## src/rtl/pair_triple_vector_gen.sv

```systemverilog
// Stimulus source for the pair/triple detector: streams 3-bit vectors plus the
// expected detector output over valid/ready, filtered by mode and bounded by count.
module pair_triple_vector_gen #(
  parameter int CNT_W = 4
) (
  input  logic             clk,
  input  logic             rst_n,
  input  logic             start,
  input  logic [1:0]       mode,
  input  logic [CNT_W-1:0] count,
  output logic             out_valid,
  input  logic             out_ready,
  output logic [2:0]       out_vec,
  output logic             out_expect,
  output logic             busy,
  output logic             done
);

  typedef enum logic [1:0] {IDLE, RUN, DONE} state_t;

  state_t           state;
  logic [1:0]       mode_q;
  logic [CNT_W:0]   target;
  logic [CNT_W:0]   emitted;
  logic [CNT_W:0]   emitted_nxt;
  logic [2:0]       first_vec;
  logic [2:0]       next_vec;

  function automatic logic majority(input logic [2:0] v);
    return (v[0] & v[1]) | (v[0] & v[2]) | (v[1] & v[2]);
  endfunction

  function automatic logic is_match(input logic [1:0] m, input logic [2:0] v);
    logic r;
    case (m)
      2'b00:   r = 1'b1;
      2'b01:   r = majority(v);
      2'b10:   r = ~majority(v);
      default: r = &v;
    endcase
    return r;
  endfunction

  // Lowest k in 0..7 such that base+offset+k matches; wraps modulo 8.
  function automatic logic [2:0] scan(input logic [1:0] m, input logic [2:0] base,
                                      input logic [2:0] offset);
    logic [2:0] res;
    logic [2:0] cand;
    res = base;
    for (int k = 7; k >= 0; k--) begin
      cand = base + offset + 3'(k);
      if (is_match(m, cand)) res = cand;
    end
    return res;
  endfunction

  assign first_vec   = scan(mode, 3'b000, 3'd0);
  assign next_vec    = scan(mode_q, out_vec, 3'd1);
  assign emitted_nxt = emitted + (CNT_W+1)'(1);

  always_ff @(posedge clk or negedge rst_n) begin
    if (!rst_n) begin
      state      <= IDLE;
      mode_q     <= 2'b00;
      target     <= '0;
      emitted    <= '0;
      out_valid  <= 1'b0;
      out_vec    <= 3'b000;
      out_expect <= 1'b0;
      busy       <= 1'b0;
      done       <= 1'b0;
    end else begin
      done <= 1'b0;
      case (state)
        IDLE: begin
          if (start) begin
            mode_q     <= mode;
            target     <= (count == '0) ? {1'b1, {CNT_W{1'b0}}} : {1'b0, count};
            emitted    <= '0;
            out_vec    <= first_vec;
            out_expect <= majority(first_vec);
            out_valid  <= 1'b1;
            busy       <= 1'b1;
            state      <= RUN;
          end
        end
        RUN: begin
          if (out_ready) begin
            emitted <= emitted_nxt;
            if (emitted_nxt == target) begin
              out_valid <= 1'b0;
              done      <= 1'b1;
              state     <= DONE;
            end else begin
              out_vec    <= next_vec;
              out_expect <= majority(next_vec);
            end
          end
        end
        DONE: begin
          busy  <= 1'b0;
          state <= IDLE;
        end
        default: state <= IDLE;
      endcase
    end
  end

endmodule

```

## config.mk

```make
export PLATFORM = sky130hd
export DESIGN_NAME = pair_triple_vector_gen
export DESIGN_NICKNAME = d
export VERILOG_FILES = /design/src/rtl/pair_triple_vector_gen.sv
export SDC_FILE = /design/constraint.sdc
export NUM_CORES = 1
export LEC_CHECK = 0
export BUFFER_PORTS_ARGS = -buffer_cell sky130_fd_sc_hd__buf_4
export CAP_MARGIN = 20
export CORE_ASPECT_RATIO = 2
export CORE_MARGIN = 5
export CORE_UTILIZATION = 59
export CTS_CLUSTER_SIZE = 30
export DETAILED_ROUTE_END_ITERATION = 12
export GPL_ROUTABILITY_DRIVEN = 1
export PLACE_DENSITY = 0.77
export SLEW_MARGIN = 10
export SYNTH_ARGS = -nofsm -noshare
export SYNTH_HDL_FRONTEND = slang
export SYNTH_SLANG_ARGS = --single-unit
```

## constraint.sdc

```tcl
create_clock -name clk -period 3.4 [get_ports clk]
set_clock_uncertainty 0.05 [all_clocks]
set_input_delay 0.51 -clock clk [delete_from_list [all_inputs] [get_ports clk]]
set_output_delay 0.51 -clock clk [all_outputs]
set_load 0.01 [all_outputs]
```

Yosys cells after proc, flatten, opt, wreduce, memory -nomap -nowiden
Index checks and enable logic that the tools add are counted.
- logic and storage cells: 154
- RAM bits: 0
- bits in latches: 0
- bits in read-only memories: 0
- memories kept: 0
- output and inout port bits: 7
- register bits after elaboration: 21
- add/sub/neg operators: 9
- div/mod/pow operators: 0
- reductions and logical operators: 22
- bitwise gates (word level): 58
- mux-type cells: 45
- equal/unequal tests: 11
- multiply operators: 0
- order comparisons: 0
- shift operators: 0
- operators with widths (cell ; number):
    2-to-1 mux 3 bit ; 14
    bitwise AND 1 bit ; 30
    AND reduction 3 bit ; 10
    case mux 1 bit (3 select lines) ; 8
    OR 1 bit ; 20
    2-to-1 mux 5 bit ; 3
    adder 3 bit, second input constant ; 4
    2-to-1 mux 1 bit ; 11
    case mux 5 bit (2 select lines) ; 1
    inequality test 2 bit, second input constant ; 4
    NOT 1 bit ; 8
    AND reduction 4 bit ; 2
    adder 3 x 1 -> 3 bit, second input constant ; 2
    adder 3 x 2 -> 3 bit, second input constant ; 2
    == test 2 x 1 -> 1 bit, second input constant ; 3
    == test 2 bit, second input constant ; 3
    logical NOT 2 bit ; 3
    2-to-1 mux 2 bit ; 3
    case mux 1 bit (2 select lines) ; 3
    case mux 3 bit (2 select lines) ; 1
    adder 5 x 1 -> 5 bit, second input constant ; 1
    == test 5 bit ; 1
    logical NOT 4 bit ; 1
    case mux 2 bit (2 select lines) ; 1
    other kinds (3) ; 6

Depth between registers and ports, before layout
Gate-level depths: netlist (run 1).
- word-level depth: 21
- mapped depth: 12
- gate-level depth less buffers: 11

Least setup slack after synthesis (run 1)
OpenSTA, ideal clock, no wires.
- path type: register -> register
- start: register out_vec[0]
- end: register out_expect
- setup slack: 0.455 ns
- required time: 3.223 ns
- cell stages (with the launch flop): 13
- data arrival time: 2.768 ns
- library setup time: 0.127 ns
- path buffers: 1
- path through: dfrtp_1 > buf_4 > inv_2 > ha_1 > ha_1 > a21oi_1 > o221a_2 > and2b_1 > o311a_1 > a21boi_1 > a311oi_2 > maj3_1 > o2bb2ai_1
- cells in the longest elaborated chain, start to end: 21
- RTL lines (element ; RTL line ; text):
    start, declared ; 13 ; output logic [2:0] out_vec,
    start signal, assigned ; 80 ; out_vec <= first_vec;
    start signal, assigned ; 95 ; out_vec <= next_vec;
    adder 3 x 1 -> 3 bit ; 51 ; cand = base + offset + 3'(k);
    adder 3 bit ; 51 ;
    bitwise AND 1 bit ; 30 ; return (v[0] & v[1]) | (v[0] & v[2]) | (v[1] & v[2]);
    OR 1 bit (2 in series) ; 30 ;
    NOT 1 bit ; 38 ; 2'b10: r = ~majority(v);
    case mux 1 bit (3 select lines) ; 35 ; case (m)
    2-to-1 mux 3 bit (7 in series) ; 52 ; if (is_match(m, cand)) res = cand;
    2-to-1 mux 3 bit * ; 52 ;
    bitwise AND 1 bit ; 30 ;
    OR 1 bit ; 30 ;
    OR 1 bit * ; 30 ;
    2-to-1 mux 1 bit * ; 90 ; if (emitted_nxt == target) begin
    2-to-1 mux 1 bit * ; 88 ; if (out_ready) begin
    case mux 1 bit (2 select lines) * ; 74 ; case (state)
    end signal, assigned ; 81 ; out_expect <= majority(first_vec);
    end signal, assigned ; 96 ; out_expect <= majority(next_vec);
    end, declared ; 14 ; output logic out_expect,
Every way passes the cells marked *; elsewhere a longest branch is shown, timed or not. The select of a mux whose other input is x is not followed.
A chain may end at the register's enable or synchronous reset.

Worst setup path after layout (run 1)
- start: register out_vec[1]
- end: register out_expect
Same word-level chain as after synthesis.

==> summary.md, run 1 <==
| Metric | Value |
|---|---|
| Most frequent cells in the layout | 36 x nor2_1, 23 x buf_4, 21 x dfrtp_1 |
| Syn Nets | roughly 240 |
| Synth Area in XOR/XNOR | 5.18% |
| Worst-Margin Slew | roughly 0.81 ns |
| Register Area | 526 um^2 |
| Chip height | 88.9 um |
| Critical path class | flip-flop to flip-flop |
| Cts repair resizes | 0 |
| Fill cells | 246 |
| Leading register cell type out of synthesis | dfrtp_1 |
| Starting Density | 61.7% |
| Antenna violation net count after detailed routing | 0 |
| Cell Rows | 28 |
| Vias/cell | approximately 6.4 |
| Routed WL | between 5000 and 6000 um |
| Worst skew pair latency | around 0.26 ns |
| R2R Path End | out_expect |
| YS warnings | 0 |
| CTS tree | yes |
| Fraction of registers with async set/reset | 100% |
| H-tree Lvls | 1 |
| Sinks on Clock Net | 21 |
| Cells after Synth | ~220 |
| Main combinational cell family by area after synthesis | simple AND/OR/NAND/NOR gates |
| Synth cell types | 58 |
| Total GRT Usage | 24.8% |
| Max frequency | 0.311 GHz |
| Layout cells sized above 1 | roughly a fifth |
| Largest net degree at the start of global routing | 22 |
| Clk Tree Root Cell | clkbuf_8 |
| CP max FO | 13 |
| Post-CTS Setup Inserts | 0 |
| Post-route DRC violation count | 0 |
| IO Pins | 17 |
| #FFs+latches synth | 21 |
| Grt ovf | 0 |
| Synth Area in Simple Gates | 22.8% |
| Net count, final | 251 |
| Initial DRC count | 53 |
| Routed wire length per instance | 19.1 um |
| Antenna violations before repair | 0 |
| Vias in the first global route | 1,832 |
| Startpoint Class | flip-flop |
| # diodes | 0 |
| R2R Setup Slk | 0.18 ns |
| Post-synthesis compound-gate area fraction | 21.5% |
| Worst R2R Start | out_vec[1] |
| Clock buffer depth | 2 |
| Syn_area_per_cell | around 8.4 um^2 |
| Die width | 49.5 um |
| Layout area overhead | 9.33% |
| Final Hold Vio Count | 0 |
| Setup violators final | 0 |
| Worst R2R Path Depth | 9 |
| Multi-input gate area | 0.00120 mm^2 |
| Mapped cell area | between 0.0015 and 0.002 mm^2 |
| Detail Placement HPWL | 4060 um |
| Mux contribution to synthesized area | 10.7% |
| Data arrival, critical path | 3.35 ns |
| Post-Synth Adder-Cell Area | 5.31% |
| WP data required | around 3.5 ns |
| Worst Hold Class | input port to async pin |
| CTS clk-pin slew, worst paths | 0.07 ns |
| Rel. slew slack | 45.6% |
| Count of input and output buffers | 16 |
| Status | completed |
| Global-route wire length before repair | between 8000 and 9000 um |
| Crit share post-route | 94.7% |
| DR pass1 iterations | 5 |
| Crit. End Element | flip-flop |
| Register area share after synthesis | 28.6% |
| Max cap viols | 0 |
| Max Slew Vio Count | 0 |
| Post-layout min period | ~3.2 ns |
| Number of flops mapped to enable cells by yosys | 0 |
| DR vias | 1,673 |
| RSZ-0062 raised after global routing | no |
| Post-CTS Hold Buffers | 0 |
| Die Footprint | 0.00440 mm^2 |
| Core ar. | between 0.002 and 0.003 mm^2 |
| Gpl congestion | between 0.9 and 1 |
| Sum of negative setup slack | 0 ns |
| Commonest non-fill, non-tap cell in the layout | nor2_1 |
| Num CTS Buffers | 3 |
final cells by class:
cell class / count / area share (%)
multi-input combinational: 178 / 59.8
sequential: 21 / 26.2
timing repair buffer: 23 / 8.60
clock buffer: 4 / 2.24
tap: 30 / 1.87
inverter: 7 / 1.31
registers in the layout, summed over array words and instances, names as in the netlist:
signal,cells
busy,1
done,1
emitted,5
mode_q,2
out_expect,1
out_valid,1
out_vec,3
state,2
target,5
synth_stat cells (all sizes together), types with 2 or more instances:
cell type  instances  share of area [%]
o21ai             19                5.4
nand3b             2               0.82
nand3              7                1.9
a21o               2               0.82
a21boi             2               0.82
clkbuf             2               0.41
dfrtp             21                 29
a211oi             3                1.2
or3                3                1.0
nor2b              3                1.0
buf               11                4.2
xor2               6                3.3
a31oi              2               0.68
a311oi             3                2.1
a21oi              9                2.7
o211ai             2                1.1
and3               3                1.0
inv                7                1.4
nor3               3               0.82
nand2             16                3.3
and2               3                1.0
nand2b             7                2.4
xnor2              4                1.9
mux2i              8                4.4
mux2              10                6.3
ha                 7                4.8
nor2              36                7.4
stage by stage:
stage / utilization (%) / setup slack (ns) / std cells / hold slack, ns / area, um^2
floorplan: - / 0.455 / 219 / 0.164 / 1840
global placement: 65.9 / 0.351 / 259 / 0.349 / 1960
detailed placement: 65.9 / 0.311 / 259 / 0.355 / 1960
CTS: 67.4 / 0.282 / 263 / 0.0767 / 2010
global route: 67.4 / 0.0664 / 263 / 0.0751 / 2010
finish: 67.4 / 0.180 / 263 / 0.0678 / 2010
worst max-delay path by stage:
stage / start / end / slack, ns / depth (start not counted)
global placement: out_vec[1] / out_expect / 0.35 / 11
finish: out_vec[1] / out_expect / 0.18 / 9
detailed placement: out_vec[1] / out_expect / 0.31 / 11
global route: out_vec[1] / out_expect / 0.07 / 10
CTS: out_vec[1] / out_expect / 0.28 / 11
floorplan: out_vec[0] / out_expect / 0.46 / 12
metal layers:
| layer | part of all wire [%] | GRT usage [%] | vias up |
|---|---|---|---|
| met5 | 0 | 0 | - |
| met4 | 6.2 | 17.9 | 0 |
| met3 | 3.2 | 2.67 | 23 |
| met2 | 58 | 47.7 | 59 |
| met1 | 33 | 23.5 | 787 |
| li1 | - | - | 804 |
critical path, stage by stage, from the launching register on:
cell	delay (ns)
dfrtp_1	0.52
ha_1	0.57
buf_4	0.23
nor3_1	0.07
a2111oi_0	0.62
a211oi_1	0.15
or3_1	0.34
a31oi_1	0.25
maj3_1	0.21
o2bb2ai_1	0.12
logic make-up (layout without fill, tap and decap cells):
family,Yosys count,count (layout)
compound gates,54,54
xor+xnor,10,10
fa+ha+maj,8,8
buf+inv,20,34
flops,21,21
mux,18,18
simple gates,88,88
Power of run 1 is not shown: default switching activity piles up to over one toggle a cycle in this logic, so the estimate is an artifact.
==> run 2: changes to the inputs <==
--- a/config.mk
+++ b/config.mk
@@ -5,11 +5,12 @@
 export SDC_FILE = /design/constraint.sdc
 export NUM_CORES = 1
 export LEC_CHECK = 0
+export ABC_AREA = 1
 export BUFFER_PORTS_ARGS = -buffer_cell sky130_fd_sc_hd__buf_4
 export CAP_MARGIN = 20
 export CORE_ASPECT_RATIO = 2
 export CORE_MARGIN = 5
-export CORE_UTILIZATION = 59
+export CORE_UTILIZATION = 58
 export CTS_CLUSTER_SIZE = 30
 export DETAILED_ROUTE_END_ITERATION = 12
 export GPL_ROUTABILITY_DRIVEN = 1
==> run 2 against run 1 <==
Against the previous run:
- worst setup slack better by 0.28 ns
- global-route usage is 0.98 points lower
- highest routed layer unchanged
- via count is 8.1% lower
- die area is 11% lower
- register-to-register slack better by 0.28 ns
- first-iteration DRC count is 5.7% higher
==> summary.md, run 2 <==
| Metric | Value |
|---|---|
| Synth Area in Simple Gates | 37.4% (was 22.8%) |
| YS warnings | 0 (unchanged) |
| Layout cells sized above 1 | 13.4% (was 19.3%) |
| DR vias | 1,538 (was 1,673) |
| Synth area leader | dfrtp_1 (unchanged) |
| Layout area overhead | 13.2% (was 9.33%) |
| Crit. End Element | flip-flop (unchanged) |
| Most frequent cells in the layout | 84 x nand2_1, 29 x inv_1, 27 x nand3_1 (was 36 x nor2_1, 23 x buf_4, 21 x dfrtp_1) |
| Post-Synth Adder-Cell Area | 5.59% (was 5.31%) |
| DR pass1 iterations | 4 (was 5) |
| Top post-synthesis cells by area | dfrtp_1 34%, nand2_1 20%, nand3_1 8.6% (was dfrtp_1 29%, nor2_1 7.4%, mux2_2 4.9%) |
| Worst R2R Path Depth | 19 (was 9) |
| Sinks on Clock Net | 21 (unchanged) |
| Initial DRC count | 56 (was 53) |
| Final core utilization | 69.0% (was 67.4%) |
| Main combinational cell family by area after synthesis | simple AND/OR/NAND/NOR gates (unchanged) |
| Mux contribution to synthesized area | 0% (was 10.7%) |
| Num CTS Buffers | 3 (unchanged) |
| Critical path class | flip-flop to flip-flop (unchanged) |
| Status | completed (unchanged) |
| Worst skew pair latency | 0.26 ns (about the same) |
| Core ar. | 0.00257 mm^2 (was 0.00298 mm^2) |
| Most numerous cell in the Yosys netlist | nand2_1 (was nor2_1) |
| Routed wire length per instance | 14.3 um (was 19.1 um) |
| H-tree Lvls | 1 (unchanged) |
| Max Slew Vio Count | 0 (unchanged) |
| Cells after Synth | 234 (was 219) |
| Detail Placement HPWL | 3230 um (was 4060 um) |
| Startpoint Class | flip-flop (unchanged) |
| Post-CTS Hold Buffers | 0 (unchanged) |
| Vias/cell | 5.45 (was 6.36) |
| Cts repair resizes | 0 (unchanged) |
| Regs by FF count | emitted: 5 flops, target: 5 flops, out_vec: 3 flops (unchanged) |
| Total GRT Usage | 23.8% (was 24.8%) |
| Syn Nets | 251 (was 236) |
| Cell Rows | 26 (was 28) |
| IO Pins | 17 (unchanged) |
| Crit share post-route | 86.5% (was 94.7%) |
| # diodes | 0 (unchanged) |
| Worst-Margin Slew | 0.493 ns (was 0.814 ns) |
| Gpl congestion | 1.03 (was 0.987) |
| Synth cell types | 26 (was 58) |
| Leading register cell type out of synthesis | dfrtp_1 (unchanged) |
| #FFs+latches synth | 21 (unchanged) |
| Starting Density | 61.0% (was 61.7%) |
| Die Footprint | 0.00390 mm^2 (was 0.00440 mm^2) |
| CP max FO | 12 (was 13) |
| Largest net degree at the start of global routing | 22 (unchanged) |
| RSZ-0062 raised after global routing | no (unchanged) |
| Chip height | 83.5 um (was 88.9 um) |
| Clock buffer depth | 2 (unchanged) |
| Number of flops mapped to enable cells by yosys | 0 (unchanged) |
| Max frequency | 0.340 GHz (was 0.311 GHz) |
| Final Hold Vio Count | 0 (unchanged) |
| Commonest non-fill, non-tap cell in the layout | nand2_1 (was nor2_1) |
| Routed WL | 4020 um (was 5020 um) |
| Post-synthesis compound-gate area fraction | 11.6% (was 21.5%) |
| CTS clk-pin slew, worst paths | 0.07 ns (about the same) |
| Synth top area share | 33.5% (was 28.6%) |
| Die width | 46.8 um (was 49.5 um) |
| Rel. slew slack | 67.0% (was 45.6%) |
| CTS tree | yes (unchanged) |
| Vias in the first global route | 1,549 (was 1,832) |
| Net count, final | 272 (was 251) |
| Post-CTS Setup Inserts | 0 (unchanged) |
| Count of input and output buffers | 16 (unchanged) |
| Register area share after synthesis | 33.5% (was 28.6%) |
| Clk Tree Root Cell | clkbuf_8 (unchanged) |
| Post-route DRC violation count | 0 (unchanged) |
| Setup violators final | 0 (unchanged) |
| Fraction of registers with async set/reset | 100% (unchanged) |
| Placed cell count | 278 (was 259) |
| Antenna violations before repair | 0 (unchanged) |
| Post-layout min period | 2.94 ns (was 3.22 ns) |
| Sum of negative setup slack | 0 ns (unchanged) |
| Max cap viols | 0 (unchanged) |
| Grt ovf | 0 (unchanged) |
| Worst Hold Class | input port to async pin (unchanged) |
| Global-route wire length before repair | 6880 um (was 8570 um) |
| Syn_area_per_cell | 6.69 um^2 (was 8.39 um^2) |
| Mapped cell area | 0.00157 mm^2 (was 0.00184 mm^2) |
| WP data required | 3.54 ns (was 3.53 ns) |
| Top cells by count, synth | 84 x nand2_1, 29 x inv_1, 27 x nand3_1 (was 36 x nor2_1, 21 x dfrtp_1, 16 x nand2_1, 16 x o21ai_0) |
| Antenna violation net count after detailed routing | 0 (unchanged) |
| Synth Area in XOR/XNOR | 3.91% (was 5.18%) |
| Final Non-Filler Cells | 282 (was 263) |
| Data arrival, critical path | 3.08 ns (was 3.35 ns) |
run 2: cell types whose count changed in the layout (fill, tap and decap cells not counted), moves of 4 or more:
cell | before | now
mux2i_1 | 8 | 0
nand2b_1 | 7 | 0
o21ai_0 | 16 | 8
mux2_2 | 8 | 0
inv_1 | 6 | 29
nand3_2 | 0 | 4
nor2_1 | 36 | 13
a21oi_1 | 8 | 15
buf_4 | 23 | 18
nand3_1 | 7 | 27
nand2_1 | 16 | 84
run 2: worst paths after layout:
kind | startpoint | to | slack [ns]
setup reg to reg | out_vec[0] | out_expect | 0.46
setup / recovery | out_vec[0] | out_expect | 0.46
hold reg to reg | busy | busy | 0.45
max in group asynchronous | rst_n | emitted[3] | 3.01
min in group clk | count[2] | target[2] | 0.40
hold / removal | rst_n | out_valid | 0.07
run 2: layout make-up:
type,instances,area (um^2)
Sequential cell,21,526
Clock buffer,4,45.0
Fill cell,263,797
Inverter,31,116
Multi-Input combinational cell,180,916
Timing Repair Buffer,18,135
Tap cell,28,35.0
run 2: critical path, stage by stage, from the launching register on:
cell     delay (ns)
dfrtp_1        0.57
ha_1           0.29
inv_1          0.07
nand2_1        0.11
nand2_1        0.14
ha_1           0.38
inv_1          0.13
nand3_1        0.10
nand3_2        0.13
inv_1          0.07
nand2_1        0.06
nand2_1        0.04
nand2_1        0.05
nand2_1        0.04
nand2_1        0.10
nand2_1        0.06
nand2_1        0.08
nand2_1        0.07
o21a_1         0.20
a21oi_2        0.11
run 2: cells by family after synthesis:
family / after synthesis
adders and majority gates: 7
and+or+nand+nor: 135
buffers and inverters: 33
AOI/OAI and AO/OA: 31
DFF: 21
xor gates and xnor gates: 7
run 2: routing by layer:
metal  up-vias  GRT usage, %  share of wire [%]  wire length [um]
met4         0          13.9                5.2               210
met3        20          4.54                2.1                86
met1       699          23.2                 36              1430
li1        789             -                  -                 -
met2        30          42.5                 57              2290
met5         -             0                  0                 0
run 2: stage by stage:
step	setup WS, ns	instance area (um^2)	hold WS (ns)
6_report	0.459	1770	0.0746
5_1_grt	0.191	1770	0.0746
4_1_cts	0.496	1770	0.0763
3_5_place_dp	0.521	1730	0.355
3_3_place_gp	0.506	1730	0.352
2_1_floorplan	0.996	1570	0.164
Power of run 2 is left out for the same reason.
